--- src/rtl/secded_pkg.sv ---
// Shared types and helpers for the Hamming(16,11) SECDED decoder.
// Bit index of the code word equals its Hamming position; bit 0 is overall parity.
package secded_pkg;

  typedef enum logic [2:0] {
    RX_LO  = 3'd0,
    RX_HI  = 3'd1,
    DECODE = 3'd2,
    TX_LO  = 3'd3,
    TX_HI  = 3'd4
  } state_t;

  localparam logic [1:0] ST_CLEAN  = 2'b00;
  localparam logic [1:0] ST_SINGLE = 2'b01;
  localparam logic [1:0] ST_DOUBLE = 2'b10;

  localparam int P0 = 0;
  localparam int P1 = 1;
  localparam int P2 = 2;
  localparam int P4 = 4;
  localparam int P8 = 8;

  // Data sits at every non-power-of-two position above zero, in ascending order.
  function automatic logic [10:0] extract_data(input logic [15:0] cw);
    return {cw[15:9], cw[7:5], cw[3]};
  endfunction

endpackage

--- src/rtl/secded16_syndrome.sv ---
// Combinational SECDED check: syndrome, overall parity, corrected data and status.
module secded16_syndrome
  import secded_pkg::*;
(
  input  logic [15:0] cw,
  output logic [3:0]  syndrome,
  output logic        parity,
  output logic [10:0] data,
  output logic [1:0]  status
);

  logic [15:0] fixed;

  // NOTE: every signal driven here gets a default first so no latch is inferred.
  always_comb begin
    syndrome = '0;
    for (int i = 1; i < 16; i++) begin
      if (cw[i]) syndrome = syndrome ^ 4'(i);
    end
    parity = ^cw;
    fixed  = cw;
    status = ST_CLEAN;
    if (parity) begin
      // Odd parity means one flip; a zero syndrome points at p0, which carries no data.
      status = ST_SINGLE;
      if (syndrome != 4'd0) fixed[syndrome] = ~cw[syndrome];
    end else if (syndrome != 4'd0) begin
      status = ST_DOUBLE;
    end
  end

  assign data = extract_data(fixed);

endmodule

--- src/rtl/secded16_decoder.sv ---
// Streaming Hamming(16,11) SECDED decoder: two input bytes per word, two output bytes,
// per-word status and saturating single/double error counters.
module secded16_decoder
  import secded_pkg::*;
#(
  parameter int CNT_W = 8
) (
  input  logic             clk,
  input  logic             reset_n,
  input  logic             in_valid,
  output logic             in_ready,
  input  logic [7:0]       in_byte,
  output logic             out_valid,
  input  logic             out_ready,
  output logic [7:0]       out_byte,
  output logic [1:0]       out_status,
  output logic [CNT_W-1:0] single_cnt,
  output logic [CNT_W-1:0] double_cnt
);

  state_t      state;
  logic [15:0] cw;
  logic [10:0] data_q;
  logic [10:0] dec_data;
  logic [1:0]  dec_status;

  secded16_syndrome u_syndrome (
    .cw       (cw),
    .syndrome (),
    .parity   (),
    .data     (dec_data),
    .status   (dec_status)
  );

  assign in_ready  = (state == RX_LO) || (state == RX_HI);
  assign out_valid = (state == TX_LO) || (state == TX_HI);

  always_comb begin
    out_byte = 8'h00;
    if (state == TX_LO)      out_byte = data_q[7:0];
    else if (state == TX_HI) out_byte = {5'b0, data_q[10:8]};
  end

  // NOTE: sequential state uses non-blocking assignments so every register samples pre-edge values.
  always_ff @(posedge clk or negedge reset_n) begin
    if (!reset_n) begin
      state      <= RX_LO;
      cw         <= '0;
      data_q     <= '0;
      out_status <= ST_CLEAN;
      single_cnt <= '0;
      double_cnt <= '0;
    end else begin
      case (state)
        RX_LO: if (in_valid) begin
          cw[7:0] <= in_byte;
          state   <= RX_HI;
        end
        RX_HI: if (in_valid) begin
          cw[15:8] <= in_byte;
          state    <= DECODE;
        end
        DECODE: begin
          data_q     <= dec_data;
          out_status <= dec_status;
          if (dec_status == ST_SINGLE && single_cnt != '1) single_cnt <= single_cnt + 1'b1;
          if (dec_status == ST_DOUBLE && double_cnt != '1) double_cnt <= double_cnt + 1'b1;
          state <= TX_LO;
        end
        TX_LO: if (out_ready) state <= TX_HI;
        TX_HI: if (out_ready) state <= RX_LO;
        default: state <= RX_LO;
      endcase
    end
  end

endmodule

--- config.mk ---
export PLATFORM = sky130hd
export DESIGN_NAME = secded16_decoder
export DESIGN_NICKNAME = d
export VERILOG_FILES = /design/src/rtl/secded_pkg.sv /design/src/rtl/secded16_syndrome.sv /design/src/rtl/secded16_decoder.sv
export SDC_FILE = /design/constraint.sdc
export NUM_CORES = 1
export LEC_CHECK = 0
export ABC_AREA = 1
export ABC_CLOCK_PERIOD_IN_PS = 3000
export BUFFER_PORTS_ARGS = -buffer_cell sky130_fd_sc_hd__buf_2
export CAP_MARGIN = 20
export CORE_MARGIN = 2
export CORE_UTILIZATION = 47
export DETAILED_ROUTE_END_ITERATION = 16
export PLACE_DENSITY = 0.67
export SETUP_SLACK_MARGIN = 0.3
export SLEW_MARGIN = 10
export SYNTH_ARGS = -nofsm -noshare
export SYNTH_HDL_FRONTEND = slang
export SYNTH_HIERARCHICAL = 1
export SYNTH_SLANG_ARGS = --single-unit
--- constraint.sdc ---
create_clock -name clk -period 3 [get_ports clk]
set_input_delay 0.45 -clock clk [delete_from_list [all_inputs] [get_ports clk]]
set_output_delay 0.45 -clock clk [all_outputs]
set_load 0.05 [all_outputs]
==> out/results.txt, run 1 <==
CTS tree - built
total inserted antenna cells - 0
setup slack of the critical path after layout - 0.476 ns
starting utilization of the core area - 48.1%
number of buffers created by CTS - 5
average via count per standard cell - 5.00
Tcrit/Tclk final - 84.1%
placement-stage worst setup slack - 0.327 ns
total global routing track utilization - 19.7%
Critical R2R Launch - cw[15]
final setup fails - 0
Clock transition at path regs - 0.10 ns
count of input and output buffers - 39
placed wire-length estimate - 5.24 mm
Period minus WS final - 2.52 ns
slowest stage delay, CP - 0.50 ns
CP arrival - 2.78 ns
critical path start-end classification - register to register
series of cell instances along the critical path - inv_2 > nand2_2 > nand2_2 > xnor2_2 > xnor2_1 > nand2_1 > o21ai_0 > inv_1 > nor2_2 > nand2_1 > nor2_4 > nand2_1 > nand2_1
pin count of the biggest net entering global routing - 49
final estimated routing congestion in global placement - 0.919
CP endpoint kind - register
master of the slowest instance on the critical path - sky130_fd_sc_hd__xnor2_1
reg2reg path depth - 13
sequential share of the synthesized area - 36.9%
Setup Skew - 0.0125 ns
number of warnings printed during yosys synthesis - 6
Setup Total Neg Slack - 0 ns
fmax - 0.396 GHz
DRC errors left - 0
CTS H-Tree Depth - 2
Clock Root Buffer - sky130_fd_sc_hd__clkbuf_8
post-synthesis net count - 492
die area - 7600 um2
initial drt markers - 164
final routed wire length divided by cell count - 12.0 um
Final Slew Violations - 0
ports placed on the boundary - 40
number of hold buffers added after cts - 0
fraction of layout cells with a size suffix above 1 - 18.0%
x dimension of the die - 87.2 um
number of antenna violations at the first check in global routing - 0
maximum clock insertion buffer count - 2
number of hold violations in the final report - 0
Final Core Density - 55.3%
number of storage elements in the synthesis netlist - 48
synth unique cells - 26
class of the tightest hold or removal check - primary input to asynchronous set/reset pin
unrepaired setup endpoints after global routing - false
Pre-Repair DR Iteration Count - 5
max-cap violations - 0
cell type with the highest occurrence count on the critical path - sky130_fd_sc_hd__nand2_1
drt total wl - 7.25 mm
leftover overflow at the end of global routing - 0
wire length of the first global-routing pass - 12.1 mm
relative area change from synthesis to final layout - 14.9%
Top delay family on crit path - simple AND/OR/NAND/NOR gates
cells after synthesis - 478
post-synth design cell area - 3250 um2
clock sink total - 48
Std-Cell Rows - 30
Yosys top cell by area - sky130_fd_sc_hd__dfrtp_1
worst-case headroom to the max-slew limit - 59.1%
clock latency on the worst-skew pair - 0.31 ns
detailed-route via count - 3018
Yosys top cell area share - 36.9%
synthesized area per cell - 6.80 um2
result of the run - finished clean
top cells by area, synth - sky130_fd_sc_hd__dfrtp_1 (37%), sky130_fd_sc_hd__nand2_1 (20%), sky130_fd_sc_hd__inv_1 (8.0%)
vias in the first global route - 2634
reg2reg setup slack - 0.48 ns
worst-path maximum fanout - 7
DIE HEIGHT - 87.2 um
Reg2Reg Capture Point - single_cnt[4]
NumNets Final - 536
buffers and inverters on the worst path - 2
endpoint required time on the critical path - 3.26 ns
placeable core region - 6760 um2
slew of the pin with the lowest slew margin - 0.614 ns
CP startpoint kind - register
ANT nets after route - 0
how the worst max path moves through the flow:
stage               startpoint             to  slack, ns  cells past startpoint
global placement         cw[6]  single_cnt[3]       0.33                     13
finish                  cw[15]  single_cnt[4]       0.48                     13
floorplan                cw[7]  single_cnt[4]       0.69                     14
CTS                      cw[6]  single_cnt[0]       0.31                     11
detailed placement       cw[6]  single_cnt[0]       0.33                     11
global route             cw[7]  double_cnt[5]       0.27                     14
synth_stat cells, drive strengths merged:
cell,number
nor3,1
xnor2,11
nand3b,4
nor2,40
buf,7
o21ai,44
inv,74
nand2,181
nand4,5
dfrtp,48
xor2,12
or2,2
nand3,47
ha,2
timing repair:
| item | in CTS | in global routing |
|---|---|---|
| setup endpoints to repair | 0 | 26 |
| buffers inserted | 0 | 4 |
| endpoints found under the hold margin | 0 | 0 |
| gates resized for setup | 0 | 17 |
registers in the layout (all words and copies together) (netlist names):
signal      flops
out_status      2
data_q         11
single_cnt      8
cw             16
double_cnt      8
state           3
worst reg2reg max path, stage by stage (launching register included):
cell	delay [ns]
sky130_fd_sc_hd__dfrtp_1	0.48
sky130_fd_sc_hd__inv_2	0.11
sky130_fd_sc_hd__nand2_2	0.10
sky130_fd_sc_hd__nand2_2	0.09
sky130_fd_sc_hd__xnor2_2	0.18
sky130_fd_sc_hd__xnor2_1	0.50
sky130_fd_sc_hd__nand2_1	0.15
sky130_fd_sc_hd__o21ai_0	0.19
sky130_fd_sc_hd__inv_1	0.08
sky130_fd_sc_hd__nor2_2	0.17
sky130_fd_sc_hd__nand2_1	0.11
sky130_fd_sc_hd__nor2_4	0.18
sky130_fd_sc_hd__nand2_1	0.08
sky130_fd_sc_hd__nand2_1	0.06
layout make-up:
type | count | area [um2]
Fill cell | 666 | 3020
Multi-Input combinational cell | 349 | 1780
Sequential cell | 48 | 1200
Inverter | 74 | 282
Timing Repair Buffer | 43 | 228
Tap cell | 80 | 100
Clock buffer | 5 | 68.8
Clock inverter | 3 | 68.8
Timing Repair inverter | 1 | 7.51
cell families after synthesis:
group	Yosys count	share of synthesized area [%]
adder cells (fa/ha/maj)	2	0.769
flip-flops	48	36.9
buffers and inverters	81	10.3
AO/OA/AOI/OAI	44	6.89
AND/OR/NAND/NOR	280	38.0
XOR/XNOR	23	7.12
per-layer routing:
layer	vias to the layer above	track usage, %	part of all wire, %
met4	0	4.20	0.74
met2	64	30.0	45
li1	1561	-	-
met5	-	0	0
met1	1387	29.5	50
met3	6	3.13	3.9
placed cells by master, fill, tap and decap left out, types with 4 or more instances in the layout:
| cell type | n |
|---|---|
| sky130_fd_sc_hd__inv_1 | 68 |
| sky130_fd_sc_hd__nor2_1 | 35 |
| sky130_fd_sc_hd__inv_2 | 5 |
| sky130_fd_sc_hd__nand3_2 | 9 |
| sky130_fd_sc_hd__o21ai_0 | 42 |
| sky130_fd_sc_hd__nand3_1 | 36 |
| sky130_fd_sc_hd__nor2_4 | 4 |
| sky130_fd_sc_hd__dfrtp_1 | 46 |
| sky130_fd_sc_hd__clkbuf_8 | 5 |
| sky130_fd_sc_hd__nand3b_1 | 4 |
| sky130_fd_sc_hd__nand2_1 | 173 |
| sky130_fd_sc_hd__nand2_2 | 6 |
| sky130_fd_sc_hd__nand4_1 | 5 |
| sky130_fd_sc_hd__buf_4 | 5 |
| sky130_fd_sc_hd__buf_2 | 38 |
| sky130_fd_sc_hd__xnor2_1 | 9 |
| sky130_fd_sc_hd__xor2_1 | 7 |
| sky130_fd_sc_hd__xor2_2 | 5 |
metrics by stage:
step / instance area, um2 / cells / hold WS (ns)
2_1_floorplan: 3250 / 478 / 0.154
3_3_place_gp: 3490 / 590 / 0.464
3_5_place_dp: 3490 / 590 / 0.473
4_1_cts: 3630 / 598 / 0.347
5_1_grt: 3740 / 603 / 0.201
6_report: 3740 / 603 / 0.132
Power of run 1 is left out: the tool's default activity adds up to more than one toggle a clock period on the data nets, which glitch-free logic cannot reach.
==> run 2, diff against run 1 <==
Settings changed: ABC_AREA 1 to 0, ABC_CLOCK_PERIOD_IN_PS 3000 to 2200, PLACE_DENSITY 0.67 to 0.7.
Clock period 3 ns to 2.2 ns, I/O delays scaled along.
==> run 2 against run 1 <==
  * Core utilization grew 17 points
  * Register-to-register slack worse by 0.93 ns
  * Via count fell by 24%
  * Flip-flop and latch count is the same
  * Synthesized area down 14%
  * Largest cell class unchanged
  * The run now ends with setup timing left
  * Global-route usage is 2.9 points higher
  * Setup slack worse by 0.93 ns
  * Non-clock buffer count grew 65
  * Worst hold slack improved by 0.13 ns
  * First-iteration DRC count fell by 28%
==> out/results.txt, run 2 <==
result of the run - complete, but fails checks
violated checks - setup timing
initial drt markers - 118 (-28%)
most frequently used flop master after synthesis - sky130_fd_sc_hd__dfrtp_1
final setup fails - 27 (+27)
leftover overflow at the end of global routing - 0 (unchanged)
fraction of layout cells with a size suffix above 1 - 62.9% (+45 points)
Layout Cells excl Fill - 417 (-31%)
ys async rst share - 100% (unchanged)
most used cells in the layout excluding fill and tap cells - sky130_fd_sc_hd__buf_4 (54), sky130_fd_sc_hd__dfrtp_1 (42), sky130_fd_sc_hd__buf_2 (36), sky130_fd_sc_hd__mux2_2 (22), sky130_fd_sc_hd__mux2_4 (19)
CTS H-Tree Depth - 2 (unchanged)
placeable core region - 5820 um2 (-14%)
wire length of the first global-routing pass - 11.1 mm (-8.5%)
placed wire-length estimate - 4.40 mm (-16%)
Setup Skew - 0.0142 ns (+0.00172 ns)
Clock Root Buffer - sky130_fd_sc_hd__clkbuf_8
vias in the first global route - 2156 (-18%)
top cells by area, synth - sky130_fd_sc_hd__dfrtp_1 (43%), sky130_fd_sc_hd__mux2_2 (15%), sky130_fd_sc_hd__xnor2_1 (8.2%)
clock sink total - 48 (unchanged)
fmax - 0.376 GHz (-5.1%)
placement-stage worst setup slack - -0.422 ns (-0.749 ns)
NumNets Final - 355 (-34%)
area of all placed cells without fillers - 4180 um2 (+12%)
final routed wire length divided by cell count - 17.8 um (+48%)
Pre-Repair DR Iteration Count - 4 (-1)
endpoint required time on the critical path - 2.40 ns (-0.86 ns)
CTS tree - built
ranking of synthesized cells by instance count - sky130_fd_sc_hd__dfrtp_1 (48), sky130_fd_sc_hd__mux2_2 (37), sky130_fd_sc_hd__xnor2_1 (26)
DP Area - 3510 um2 (+0.61%)
number of antenna violations at the first check in global routing - 0 (unchanged)
relative area change from synthesis to final layout - 50.1%
Regs by FF count - cw: 16 flops, data_q: 11 flops
ports placed on the boundary - 40 (unchanged)
number of buffers created by CTS - 5 (unchanged)
class of the tightest hold or removal check - primary input to register
critical path start-end classification - register to register
x dimension of the die - 81.0 um (-7.1%)
post-synthesis net count - 246 (-50%)
number of flip-flops under the largest register name - 16 (unchanged)
synthesized area per cell - 12.0 um2 (+77%)
total inserted antenna cells - 0 (unchanged)
die area - 6560 um2 (-14%)
register name with the most flops - cw
maximum clock insertion buffer count - 2 (unchanged)
most frequent standard cell in the layout excluding fill and tap cells - sky130_fd_sc_hd__buf_4
synth unique cells - 48 (+85%)
Std-Cell Rows - 28 (-6.7%)
Yosys top cell by area - sky130_fd_sc_hd__dfrtp_1
Tcrit/Tclk final - 121% (+37 points)
sequential share of the synthesized area - 43.1% (+6.2 points)
CP endpoint kind - register
CP arrival - 2.86 ns (+0.08 ns)
average via count per standard cell - 5.47 (+9.2%)
number of hold violations in the final report - 0 (unchanged)
Clock transition at path regs - 0.09 ns (about the same)
starting utilization of the core area - 47.9% (-0.22 points)
setup slack of the critical path after layout - -0.459 ns (-0.935 ns)
cells after synthesis - 232 (-51%)
Setup Total Neg Slack - -8.25 ns (-8.25 ns)
unrepaired setup endpoints after global routing - true
final estimated routing congestion in global placement - 0.841 (-8.5%)
number of enable flip-flop cells after synthesis - 0 (unchanged)
max-cap violations - 0 (unchanged)
ANT nets after route - 0 (unchanged)
worst-case headroom to the max-slew limit - 57.1% (-2.0 points)
DIE HEIGHT - 81.0 um (-7.1%)
library cell with the highest instance count after synthesis - sky130_fd_sc_hd__dfrtp_1
count of input and output buffers - 39 (unchanged)
detailed-route via count - 2280 (-24%)
total global routing track utilization - 22.6% (+2.9 points)
worst-path maximum fanout - 3 (-4)
slew of the pin with the lowest slew margin - 0.643 ns (+0.0288 ns)
number of warnings printed during yosys synthesis - 6 (unchanged)
pin count of the biggest net entering global routing - 27 (-45%)
Period minus WS final - 2.66 ns (+0.135 ns)
Yosys top cell area share - 43.1% (+6.2 points)
CP startpoint kind - register
drt total wl - 7.42 mm (+2.4%)
number of storage elements in the synthesis netlist - 48 (unchanged)
Final Slew Violations - 0 (unchanged)
Post-Place Cells - 389 (-34%)
post-synth design cell area - 2790 um2 (-14%)
clock latency on the worst-skew pair - 0.32 ns (about the same)
DRC errors left - 0 (unchanged)
run 2: cell count changes in the layout (fill, tap and decap cells not counted), moves of 31 or more:
cell,previous run,this run
sky130_fd_sc_hd__inv_1,68,5
sky130_fd_sc_hd__o21ai_0,42,1
sky130_fd_sc_hd__buf_4,5,54
sky130_fd_sc_hd__nand2_1,173,9
sky130_fd_sc_hd__nand3_1,36,4
sky130_fd_sc_hd__nor2_1,35,4
run 2: timing repair:
item,CTS,global route
resized for setup,52,30
hold buffers,1,0
cloned,0,0
pin swaps,27,20
setup buffers,11,8
setup endpoints to repair,38,35
endpoints found under the hold margin,5,0
run 2: worst paths after layout:
kind / depth (start not counted) / to / slack [ns] / from
worst min register to register: 1 / data_q[4] / 0.51 / data_q[4]
worst max register to register: 9 / double_cnt[7] / -0.46 / cw[3]
worst min-delay path: 2 / cw[0] / 0.26 / in_byte[0]
worst max-delay path: 9 / double_cnt[7] / -0.46 / cw[3]
max in group asynchronous: 3 / cw[12] / 1.15 / reset_n
min in group asynchronous: 2 / single_cnt[5] / 0.51 / reset_n
run 2: cells by family after synthesis:
logic type / after synthesis / synth area share, %
buf+inv: 13 / 2.20
xor+xnor: 45 / 16.9
simple gates: 55 / 12.5
compound gates: 27 / 7.45
mux: 42 / 16.9
fa+ha+maj: 2 / 0.898
flops: 48 / 43.1
run 2: layer usage:
| metal | share of wire, % | GRT usage, % | vias to the layer above |
|---|---|---|---|
| met5 | 0 | 0 | - |
| met3 | 4.2 | 4.56 | 22 |
| li1 | - | - | 1043 |
| met2 | 50 | 37.1 | 67 |
| met4 | 2.7 | 9.32 | 0 |
| met1 | 43 | 29.1 | 1148 |
run 2: worst max-delay path: stages (launching register included):
cell and delay, ns:
sky130_fd_sc_hd__dfrtp_2 0.45, sky130_fd_sc_hd__xnor2_2 0.20, sky130_fd_sc_hd__xnor3_2 0.50, sky130_fd_sc_hd__xor2_2 0.26, sky130_fd_sc_hd__o311ai_4 0.12, sky130_fd_sc_hd__o21ai_2 0.13
sky130_fd_sc_hd__nor2b_4 0.22, sky130_fd_sc_hd__nand3_2 0.14, sky130_fd_sc_hd__nor3_2 0.18, sky130_fd_sc_hd__mux2_2 0.36
run 2: area by class of cell:
class	count	area, um2
multi-input cells	171	1970
fillers	399	1630
flip-flops and latches	48	1210
repair buffers	108	801
well taps	75	93.8
clock buffers	7	76.3
inverters	7	26.3
clock inverters	1	8.76
run 2: per-stage QoR:
stage                     utilization [%]  hold slack (ns)
after floorplan                         -           0.0344
after global routing                 71.9            0.257
after global placement               60.4            0.340
after detailed placement             60.4            0.340
after CTS                            68.5            0.259
final                                71.9            0.265
Power of run 2 is left out for the same reason.
==> run 3, diff against run 2 <==
Settings changed: CORE_UTILIZATION 47 to 25, PLACE_DENSITY 0.7 to default.
==> run 3 against run 2 <==
  * The run still ends with setup timing left
  * Wire length down 2.9%
  * Setup slack improved by 0.024 ns
  * Via count shrank 3.9%
==> out/results.txt, run 3 (synthesis results as in run 2) <==
number of buffers created by CTS - 5 (unchanged)
DRC errors left - 0 (unchanged)
average via count per standard cell - 4.59 (-16%)
final estimated routing congestion in global placement - 0.782 (-6.9%)
violated checks - setup timing
endpoint required time on the critical path - 2.40 ns (about the same)
detailed-route via count - 2190 (-3.9%)
fraction of layout cells with a size suffix above 1 - 62.9% (about the same)
number of flip-flops under the largest register name - 16 (unchanged)
Seq. cell area - 1200 um2 (-0.41%)
series of cell instances along the critical path - xor2_1 > xnor3_2 > xnor2_4 > inv_2 > o311ai_4 > o21ai_2 > inv_2 > nand3_4 > nor3_4 > mux2_4
setup slack of the critical path after layout - -0.435 ns (+0.0243 ns)
total global routing track utilization - 12.3% (-10 points)
leftover overflow at the end of global routing - 0 (unchanged)
placed wire-length estimate - 4.78 mm (+8.7%)
area occupied by multi-input gates - 2050 um2 (+4.1%)
final setup fails - 27 (unchanged)
relative area change from synthesis to final layout - 55.3%
max-cap violations - 0 (unchanged)
worst-path maximum fanout - 3 (unchanged)
DIE HEIGHT - 110 um (+35%)
register name with the most flops - cw
number of antenna violations at the first check in global routing - 0 (unchanged)
slew of the pin with the lowest slew margin - 0.629 ns (-0.0142 ns)
NumNets Final - 350 (-1.4%)
DP Area - 3540 um2 (+0.89%)
x dimension of the die - 110 um (+35%)
clock latency on the worst-skew pair - 0.30 ns (-0.02 ns)
Period minus WS final - 2.63 ns (-0.0243 ns)
most frequent standard cell in the layout excluding fill and tap cells - sky130_fd_sc_hd__dfrtp_1
Clock transition at path regs - 0.10 ns (about the same)
CP endpoint kind - register
initial drt markers - 66 (-44%)
wire length of the first global-routing pass - 11.4 mm (+3.1%)
total inserted antenna cells - 0 (unchanged)
master of the slowest instance on the critical path - sky130_fd_sc_hd__xnor3_2
unrepaired setup endpoints after global routing - true
Std-Cell Rows - 38 (+36%)
worst-case headroom to the max-slew limit - 58.0% (+0.95 points)
CP arrival - 2.83 ns (-0.03 ns)
Setup Skew - 0.00970 ns (-0.00450 ns)
fmax - 0.380 GHz (+0.92%)
Pre-Repair DR Iteration Count - 4 (unchanged)
number of hold violations in the final report - 0 (unchanged)
placeable core region - 10800 um2 (+86%)
class of the tightest hold or removal check - primary input to asynchronous set/reset pin
maximum clock insertion buffer count - 2 (unchanged)
count of input and output buffers - 39 (unchanged)
critical path start-end classification - register to register
Tcrit/Tclk final - 120% (-1.1 points)
result of the run - complete, but fails checks
cell type with the highest occurrence count on the critical path - sky130_fd_sc_hd__inv_2
ports placed on the boundary - 40 (unchanged)
pin count of the biggest net entering global routing - 49 (+81%)
drt total wl - 7.21 mm (-2.9%)
CP startpoint kind - register
Clock Root Buffer - sky130_fd_sc_hd__clkbuf_8
CTS H-Tree Depth - 2 (unchanged)
Regs by FF count - cw: 16 flops, data_q: 11 flops
clock sink total - 48 (unchanged)
most used cells in the layout excluding fill and tap cells - sky130_fd_sc_hd__dfrtp_1 (46), sky130_fd_sc_hd__buf_4 (44), sky130_fd_sc_hd__buf_2 (39), sky130_fd_sc_hd__mux2_2 (22), sky130_fd_sc_hd__buf_6 (20)
starting utilization of the core area - 25.7% (-22 points)
filler cell count - 1010 (+150%)
ANT nets after route - 0 (unchanged)
area of all placed cells without fillers - 4330 um2 (+3.4%)
Final Slew Violations - 0 (unchanged)
die area - 12000 um2 (+83%)
vias in the first global route - 2256 (+4.6%)
CTS tree - built
final routed wire length divided by cell count - 15.1 um (-15%)
slowest stage delay, CP - 0.51 ns (about the same)
-- run 3: area by class of cell --
type | count | area share, %
inverter | 7 | 0.607
tap | 140 | 4.05
timing repair buffer | 103 | 17.4
sequential | 48 | 27.8
clock buffer | 6 | 1.91
multi-input combinational | 171 | 47.4
clock inverter | 2 | 0.896
-- run 3: repair_timing --
item / 4_1_cts / 5_1_grt
resized for setup: 59 / 30
pin swaps: 22 / 15
setup buffers: 14 / 6
hold buffers: 0 / 0
setup endpoints to repair: 38 / 38
-- run 3: stage by stage --
stage	setup TNS, ns	hold slack, ns	std cells	setup slack, ns	utilization, %
5_1_grt	-9.78	0.168	477	-0.531	39.9
3_5_place_dp	-7.56	0.476	449	-0.484	32.7
6_report	-7.18	0.124	477	-0.435	39.9
4_1_cts	-6.55	0.149	471	-0.404	37.8
2_1_floorplan	-4.84	0.0344	232	-0.413	-
3_3_place_gp	-6.14	0.480	449	-0.397	32.7
-- run 3: final timing paths --
| path | cells after the start | start | to | slack, ns |
|---|---|---|---|---|
| setup / recovery | 10 | cw[7] | single_cnt[6] | -0.43 |
| setup reg to reg | 10 | cw[7] | single_cnt[6] | -0.43 |
| hold reg to reg | 1 | data_q[6] | data_q[6] | 0.50 |
| hold / removal | 2 | reset_n | cw[10] | 0.12 |
| min in group clk | 2 | in_byte[4] | cw[4] | 0.27 |
| max in group asynchronous | 2 | reset_n | state[0] | 1.64 |
-- run 3: layer usage --
metal	up-vias	track usage (%)	routed length [um]
met5	-	0	0
met4	0	3.62	142
met3	11	2.07	221
met2	42	21.3	3720
met1	1106	15.7	3130
li1	1031	-	-
-- run 3: worst max-delay path: cells and delay by family (launching register included) --
kind | cells | cell delay [ns]
flip-flops | 1 | 0.40
multiplexers | 1 | 0.31
XOR/XNOR | 3 | 0.92
AO/OA/AOI/OAI | 2 | 0.35
buffers and inverters | 2 | 0.22
AND/OR/NAND/NOR | 2 | 0.33
Power of run 3 is left out for the same reason.
